File: config.mk
export PLATFORM = sky130hd
export DESIGN_NAME = ifetch_unit
export DESIGN_NICKNAME = d
export VERILOG_FILES = /design/src/rtl/riscv_pkg.sv /design/src/rtl/ifetch_fifo.sv /design/src/rtl/ifetch_unit.sv
export SDC_FILE = /design/constraint.sdc
export NUM_CORES = 1
export LEC_CHECK = 0
export BUFFER_PORTS_ARGS = -buffer_cell sky130_fd_sc_hd__buf_2
export CAP_MARGIN = 20
export CORE_UTILIZATION = 55
export CTS_BUF_LIST = sky130_fd_sc_hd__clkbuf_4
export DETAILED_ROUTE_END_ITERATION = 10
export GPL_TIMING_DRIVEN = 0
export PLACE_DENSITY = 0.8
export RECOVER_POWER = 50
export SLEW_MARGIN = 20
export SYNTH_ARGS = -nofsm -noshare
export SYNTH_HDL_FRONTEND = slang
export SYNTH_SLANG_ARGS = --single-unit
File: constraint.sdc
create_clock -name clk -period 14 [get_ports clk]
set_input_delay 1.4 -clock clk [delete_from_list [all_inputs] [get_ports clk]]
set_output_delay 1.4 -clock clk [all_outputs]
set_load 0.02 [all_outputs]
File: src/rtl/riscv_pkg.sv
// Shared fetch-path types: instruction word, NOP encoding and the buffered {instr, pc} pair.
// No logic, no latency.
// Nothing here applies or responds to backpressure.
package riscv_pkg;

   localparam int XLEN = 32;

   typedef logic [XLEN-1:0] instr_t;

   // addi x0, x0, 0
   localparam instr_t NOP_INSTR = 32'h0000_0013;

   typedef struct packed {
      instr_t            instr;
      logic [XLEN-1:0]   pc;
   } fetch_entry_t;

endpackage

File: src/rtl/ifetch_fifo.sv
// Synchronous FIFO with flush; DEPTH must be a power of 2 so the pointers wrap for free.
// Latency: a push is visible at pop_dat the cycle after it is written.
// Backpressure: push is dropped when full unless a pop happens the same cycle; pop on empty is ignored.
module ifetch_fifo #(
   parameter  int WIDTH = 32,
   parameter  int DEPTH = 2,
   localparam int AW    = $clog2(DEPTH),
   localparam int CW    = AW + 1
) (
   input  logic             clk,
   input  logic             rst,
   input  logic             push,
   input  logic [WIDTH-1:0] push_dat,
   input  logic             pop,
   output logic [WIDTH-1:0] pop_dat,
   input  logic             flush,
   output logic [CW-1:0]    count,
   output logic             empty,
   output logic             full
);

   logic [WIDTH-1:0] mem_q [DEPTH];
   logic [WIDTH-1:0] mem_d [DEPTH];
   logic [AW-1:0]    wptr_q, wptr_d;
   logic [AW-1:0]    rptr_q, rptr_d;
   logic [CW-1:0]    cnt_q, cnt_d;
   logic             do_push, do_pop;

   assign empty   = (cnt_q == '0);
   assign full    = (cnt_q == CW'(DEPTH));
   assign count   = cnt_q;
   assign pop_dat = mem_q[rptr_q];
   assign do_pop  = pop & ~empty;
   assign do_push = push & (~full | do_pop);

   always_comb begin
      mem_d  = mem_q;
      wptr_d = wptr_q;
      rptr_d = rptr_q;
      cnt_d  = cnt_q;
      if (flush) begin
         wptr_d = '0;
         rptr_d = '0;
         cnt_d  = '0;
      end else begin
         if (do_push) begin
            mem_d[wptr_q] = push_dat;
            wptr_d        = wptr_q + 1'b1;
         end
         if (do_pop) begin
            rptr_d = rptr_q + 1'b1;
         end
         cnt_d = cnt_q + CW'(do_push) - CW'(do_pop);
      end
   end

   always_ff @(posedge clk) begin
      if (rst) begin
         wptr_q <= '0;
         rptr_q <= '0;
         cnt_q  <= '0;
      end else begin
         wptr_q <= wptr_d;
         rptr_q <= rptr_d;
         cnt_q  <= cnt_d;
      end
   end

   // Storage needs no reset; the pointers alone define validity.
   always_ff @(posedge clk) begin
      mem_q <= mem_d;
   end

endmodule

File: src/rtl/ifetch_unit.sv
// Fetch stage: issues in-order imem requests from pc_i, tags responses with their PC, buffers them for decode.
// Latency: accept -> instr_valid_o >= 2 cycles; with IFETCH_BYPASS_EN a response can reach decode the same cycle.
// Backpressure: credit of DEPTH (in flight + buffered); stall_F_o holds the PC register when no request is accepted.
module ifetch_unit #(
   parameter int DEPTH = 2,
   parameter int XLEN  = 32
) (
   input  logic            clk,
   input  logic            rst,
   input  logic [XLEN-1:0] pc_i,
   output logic            stall_F_o,
   input  logic            flush_i,
   output logic            imem_req_valid_o,
   output logic [XLEN-1:0] imem_req_addr_o,
   input  logic            imem_req_ready_i,
   input  logic            imem_rsp_valid_i,
   input  logic [XLEN-1:0] imem_rsp_data_i,
   output logic            instr_valid_o,
   output logic [XLEN-1:0] instr_o,
   output logic [XLEN-1:0] instr_pc_o,
   input  logic            instr_ready_i
);

   import riscv_pkg::*;

   localparam int CW = $clog2(DEPTH) + 1;

   logic [CW-1:0]   inflight_q, inflight_d;
   logic [CW-1:0]   drop_q, drop_d;

   logic            credit_ok, accept;
   logic            rsp_ok, rsp_drop, rsp_keep, byp_vld;

   logic [XLEN-1:0] tag_pc;
   logic [CW-1:0]   tag_cnt;
   logic            tag_empty, tag_full;

   fetch_entry_t    buf_in, buf_head;
   logic            buf_push, buf_pop;
   logic [CW-1:0]   buf_cnt;
   logic            buf_empty, buf_full;

   always_comb begin
      credit_ok = ((CW+1)'(inflight_q) + (CW+1)'(buf_cnt)) < (CW+1)'(DEPTH);
      imem_req_valid_o = credit_ok & ~flush_i & ~rst;
      imem_req_addr_o  = pc_i;
      accept           = imem_req_valid_o & imem_req_ready_i;
      // A flush must let the PC register load the redirect target.
      stall_F_o        = rst | (~flush_i & ~accept);

      rsp_ok   = imem_rsp_valid_i & (inflight_q != '0) & ~rst;
      rsp_drop = rsp_ok & (flush_i | (drop_q != '0));
      rsp_keep = rsp_ok & ~rsp_drop;
`ifdef IFETCH_BYPASS_EN
      byp_vld  = rsp_keep & buf_empty;
`else
      byp_vld  = 1'b0;
`endif
      buf_in.instr = imem_rsp_data_i;
      buf_in.pc    = tag_pc;
      buf_push     = rsp_keep & ~(byp_vld & instr_ready_i);
      buf_pop      = ~buf_empty & instr_ready_i & ~rst;

      instr_valid_o = ~rst & (~buf_empty | byp_vld);
      instr_o       = NOP_INSTR;
      instr_pc_o    = '0;
      if (~rst & ~buf_empty) begin
         instr_o    = buf_head.instr;
         instr_pc_o = buf_head.pc;
      end else if (byp_vld) begin
         instr_o    = imem_rsp_data_i;
         instr_pc_o = tag_pc;
      end

      inflight_d = inflight_q + CW'(accept) - CW'(rsp_ok);
      drop_d     = drop_q;
      // Everything still outstanding after a flush edge belongs to the old path.
      if (flush_i) begin
         drop_d = inflight_q - CW'(rsp_ok);
      end else if (rsp_drop) begin
         drop_d = drop_q - 1'b1;
      end
   end

   always_ff @(posedge clk) begin
      if (rst) begin
         inflight_q <= '0;
         drop_q     <= '0;
      end else begin
         inflight_q <= inflight_d;
         drop_q     <= drop_d;
      end
   end

   ifetch_fifo #(
      .WIDTH (XLEN),
      .DEPTH (DEPTH)
   ) u_tag_fifo (
      .clk      (clk),
      .rst      (rst),
      .push     (accept),
      .push_dat (pc_i),
      .pop      (rsp_ok),
      .pop_dat  (tag_pc),
      .flush    (1'b0),
      .count    (tag_cnt),
      .empty    (tag_empty),
      .full     (tag_full)
   );

   ifetch_fifo #(
      .WIDTH ($bits(fetch_entry_t)),
      .DEPTH (DEPTH)
   ) u_instr_buf (
      .clk      (clk),
      .rst      (rst),
      .push     (buf_push),
      .push_dat (buf_in),
      .pop      (buf_pop),
      .pop_dat  (buf_head),
      .flush    (flush_i),
      .count    (buf_cnt),
      .empty    (buf_empty),
      .full     (buf_full)
   );

   a_rsp_has_owner: assert property (@(posedge clk) disable iff (rst)
      imem_rsp_valid_i |-> (inflight_q != '0));
   a_tag_tracks_inflight: assert property (@(posedge clk) disable iff (rst)
      (tag_cnt == inflight_q) && (tag_empty == (inflight_q == '0)));
   a_no_tag_overflow: assert property (@(posedge clk) disable iff (rst)
      !(tag_full && accept));
   a_no_buf_overflow: assert property (@(posedge clk) disable iff (rst)
      !(buf_full && buf_push && !buf_pop));

endmodule

==> impl_metrics.py <==
metrics = {
    "run_status": {
        "status": "finished, violations left",
        "violations": "capacitance limit, slew limit",
    },
    "clocking": {
        "clkTransAtPathRegs_ns": 0.06,
        "cts.path.max_buffers": 3,
        "htree_num_levels": 2,
        "cts_tree": "yes",
        "cts_root_buf": "clkbuf_4",
        "insertion_delay_ns": 0.62,
        "numClockSinks": 204,
        "hold_buffers": 0,
        "numCtsBuffers": 48,
        "postCtsResizedCells": 0,
        "post_cts_buffers": 0,
    },
    "global_route": {
        "track_usage": 0.2026,
        "grt_pass1_wl_um": 23120,
        "grt_overflow": 0,
        "first_global_vias": 4826,
        "grt_max_degree": 36,
        "antenna_found_initial": 0,
    },
    "worst_setup_path": {
        "cp_cell_sequence": "clkbuf_1 > or3b_2 > a311oi_1 > nor2b_1 > clkbuf_1 > buf_8",
        "crit_path_top_delay_cell": "nor2b_1",
        "r2r_slack_ns": 10.03,
        "path_delay_family": "simple AND/OR/NAND/NOR gates",
        "required_ns": 14.31,
        "r2r_start": "drop_q[0]",
        "critPathKind": "in -> reg",
        "cp_common_cell": "clkbuf_1",
        "startpoint": "rst",
        "crit_fanout": 15,
        "endpoint_kind": "register",
        "crit_arrival_ns": 4.70,
        "max_stage_delay_ns": 1.00,
        "critPathBufInv": 3,
        "worst_setup_path_start_kind": "input pin",
    },
    "floorplan": {
        "ios": 169,
        "dieHeight_um": 123.0,
        "die_w_um": 123.0,
        "core-area_um2": 14100,
        "num_rows": 43,
        "start_util": 0.5716,
        "die_area_um2": 15140,
    },
    "layout": {
        "stdcell_count": 919,
        "diodes": 0,
        "final_cell_mix": "edfxtp_1 (192), buf_2 (124), clkbuf_4 (79)",
        "final_common_cell": "edfxtp_1",
        "area_growth_syn_to_layout_pct": 21.60,
        "final_layout_size_suffix_gt1_frac": 0.3369,
        "fin_nets": 785,
    },
    "routing": {
        "routedWlPerCell_um": 16.02,
        "vias_per_cell": 5.027,
        "dr.pass1.iters": 4,
        "wirelength_um": 14730,
        "drt_iter0_drc": 202,
        "vias": 4620,
        "drc": 0,
        "ant_nets": 0,
    },
    "sta": {
        "fin_crit_ns": 4.391,
        "finClkSkew_ns": 0.02173,
        "tightest_slew_ns": 2.016,
        "slew_headroom": -0.3448,
        "setup_violations": 0,
        "finalHoldViolCount": 0,
        "tns_ns": 0,
        "post-route-period-util": 0.3136,
        "maxSlewViolCount": 30,
        "clock.fmax_mhz": 227.7,
        "rsz0062_at_grt": "no",
    },
    "pwr": {
        "peakVddDrop_mv": 0.07366,
        "power_leakage_nw": 3.641,
        "p_per_area_nw_per_um2": 124.4,
        "p_int_mw": 0.9712,
        "power_frac_clock": 0.396,
        "p_comb_frac": 0.046,
        "pwr-share-seq": 0.558,
        "swShare": 0.2031,
        "netSwitchingPower_mw": 0.2475,
    },
    "synthesis": {
        "netlist-cell-type-count": 33,
        "ys_ff_latch": 204,
        "syn_inst": 482,
        "mappedNetlistArea_um2": 8058,
        "syn_area_per_cell_um2": 16.72,
        "yosys_warnings": 0,
        "synth_nets": 561,
        "seq_area_frac_synth": 0.7453,
    },
    "hold_path": {
        "hold_start": "drop_q[1]",
        "hold_class": "reg -> reg",
    },
    "place": {
        "dpl.cell_count": 836,
        "hpwl_um": 10080,
        "numPortBuffers": 168,
        "globalplace.congestion": 0.7802,
    },
    "run": {
        "max-cap-violations": 1,
    },
}
-- cell type report --
cell class                 count  area, µm²
sequential                   204       6006
fill                         992       4298
multi-input combinational    216       1680
timing repair buffer         174      892.1
clock buffer                  79      593.1
buffer                        50      315.3
tap                          180      225.2
inverter                      12      45.04
clock inverter                 4      41.29
-- synthesized netlist by cell type, drive strengths merged --
library cell | number | area, µm²
a21oi | 1 | 5.000
a311oi | 1 | 26.28
dfxtp | 12 | 240.2
nand2b | 2 | 12.51
o31a | 1 | 8.760
nand2 | 3 | 11.26
ha | 8 | 100.1
nand3b | 1 | 7.510
or2 | 1 | 6.260
o21ai | 2 | 10.00
o21bai | 2 | 15.01
o21a | 1 | 7.510
xor2 | 3 | 26.28
fa | 1 | 20.02
xnor2 | 8 | 70.07
and2 | 4 | 25.02
mux2i | 65 | 650.6
nor3 | 1 | 5.000
nor2b | 4 | 25.02
nor2 | 71 | 266.5
buf | 39 | 274.0
clkbuf | 11 | 41.29
inv | 12 | 45.04
nor4 | 1 | 6.260
a211oi | 1 | 7.510
or3b | 1 | 11.26
a21o | 1 | 7.510
edfxtp | 192 | 5766
mux2 | 32 | 360.4
-- per-stage QoR --
step / power [mW] / hold WS [ns] / util / cell area (µm²) / worst slack (ns)
floorplan: 0.7257 / 0.4523 / - / 8058 / 8.488
global placement: 0.7478 / 0.4631 / 0.6473 / 9124 / 6.773
detailed placement: 0.7535 / 0.5172 / 0.6575 / 9268 / 9.785
CTS: 1.238 / 0.5227 / 0.7025 / 9902 / 9.781
global route: 1.270 / 0.5632 / 0.6951 / 9798 / 9.388
finish: 1.219 / 0.5194 / 0.6951 / 9798 / 9.609
-- power by group through the flow --
stage | Clock, mW | Sequential [mW] | Combinational (mW)
floorplan | 0 | 0.693 | 0.0329
global route | 0.528 | 0.680 | 0.0618
detailed placement | 0 | 0.693 | 0.0603
finish | 0.482 | 0.680 | 0.0565
CTS | 0.498 | 0.680 | 0.0607
global placement | 0 | 0.693 | 0.0543
-- flip-flops by register name, indices dropped and copies added (netlist names) --
signal and cells:
u_tag_fifo.wptr_q 1, u_instr_buf.count 2, u_tag_fifo.rptr_q 1, u_tag_fifo.mem_q 64, u_instr_buf.wptr_q 1, u_instr_buf.mem_q 128, inflight_q 2, u_tag_fifo.count 2
u_instr_buf.rptr_q 1, drop_q 2
-- kinds of logic after synthesis --
| logic type | share of synthesized area |
|---|---|
| adder cells (fa/ha/maj) | 0.01491 |
| XOR/XNOR | 0.01196 |
| AND/OR/NAND/NOR | 0.04674 |
| AO/OA/AOI/OAI | 0.01087 |
| multiplexers | 0.1255 |
| flip-flops | 0.7453 |
| buffers and inverters | 0.04472 |
-- tightest hold or removal path, delay by kind of cell (launching register included) --
family,cells,cell delay (ns)
compound gates,1,0.08
flops,1,0.31
simple gates,1,0.08
-- final timing paths --
| check | to | depth (start not counted) |
|---|---|---|
| max | u_instr_buf.mem_q[124] | 6 |
| min | drop_q[1] | 2 |
| max reg2reg | u_instr_buf.mem_q[124] | 7 |
| min reg2reg | drop_q[1] | 2 |
-- per-layer routing --
metal | GRT usage | vias up | share of wire
met1 | 0.2346 | 2226 | 0.40
met3 | 0.06227 | 15 | 0.074
met2 | 0.3543 | 172 | 0.52
li1 | - | 2207 | -
met4 | 0.07530 | 0 | 0.011
met5 | 0 | - | 0
(Power assumes the default switching activity.)
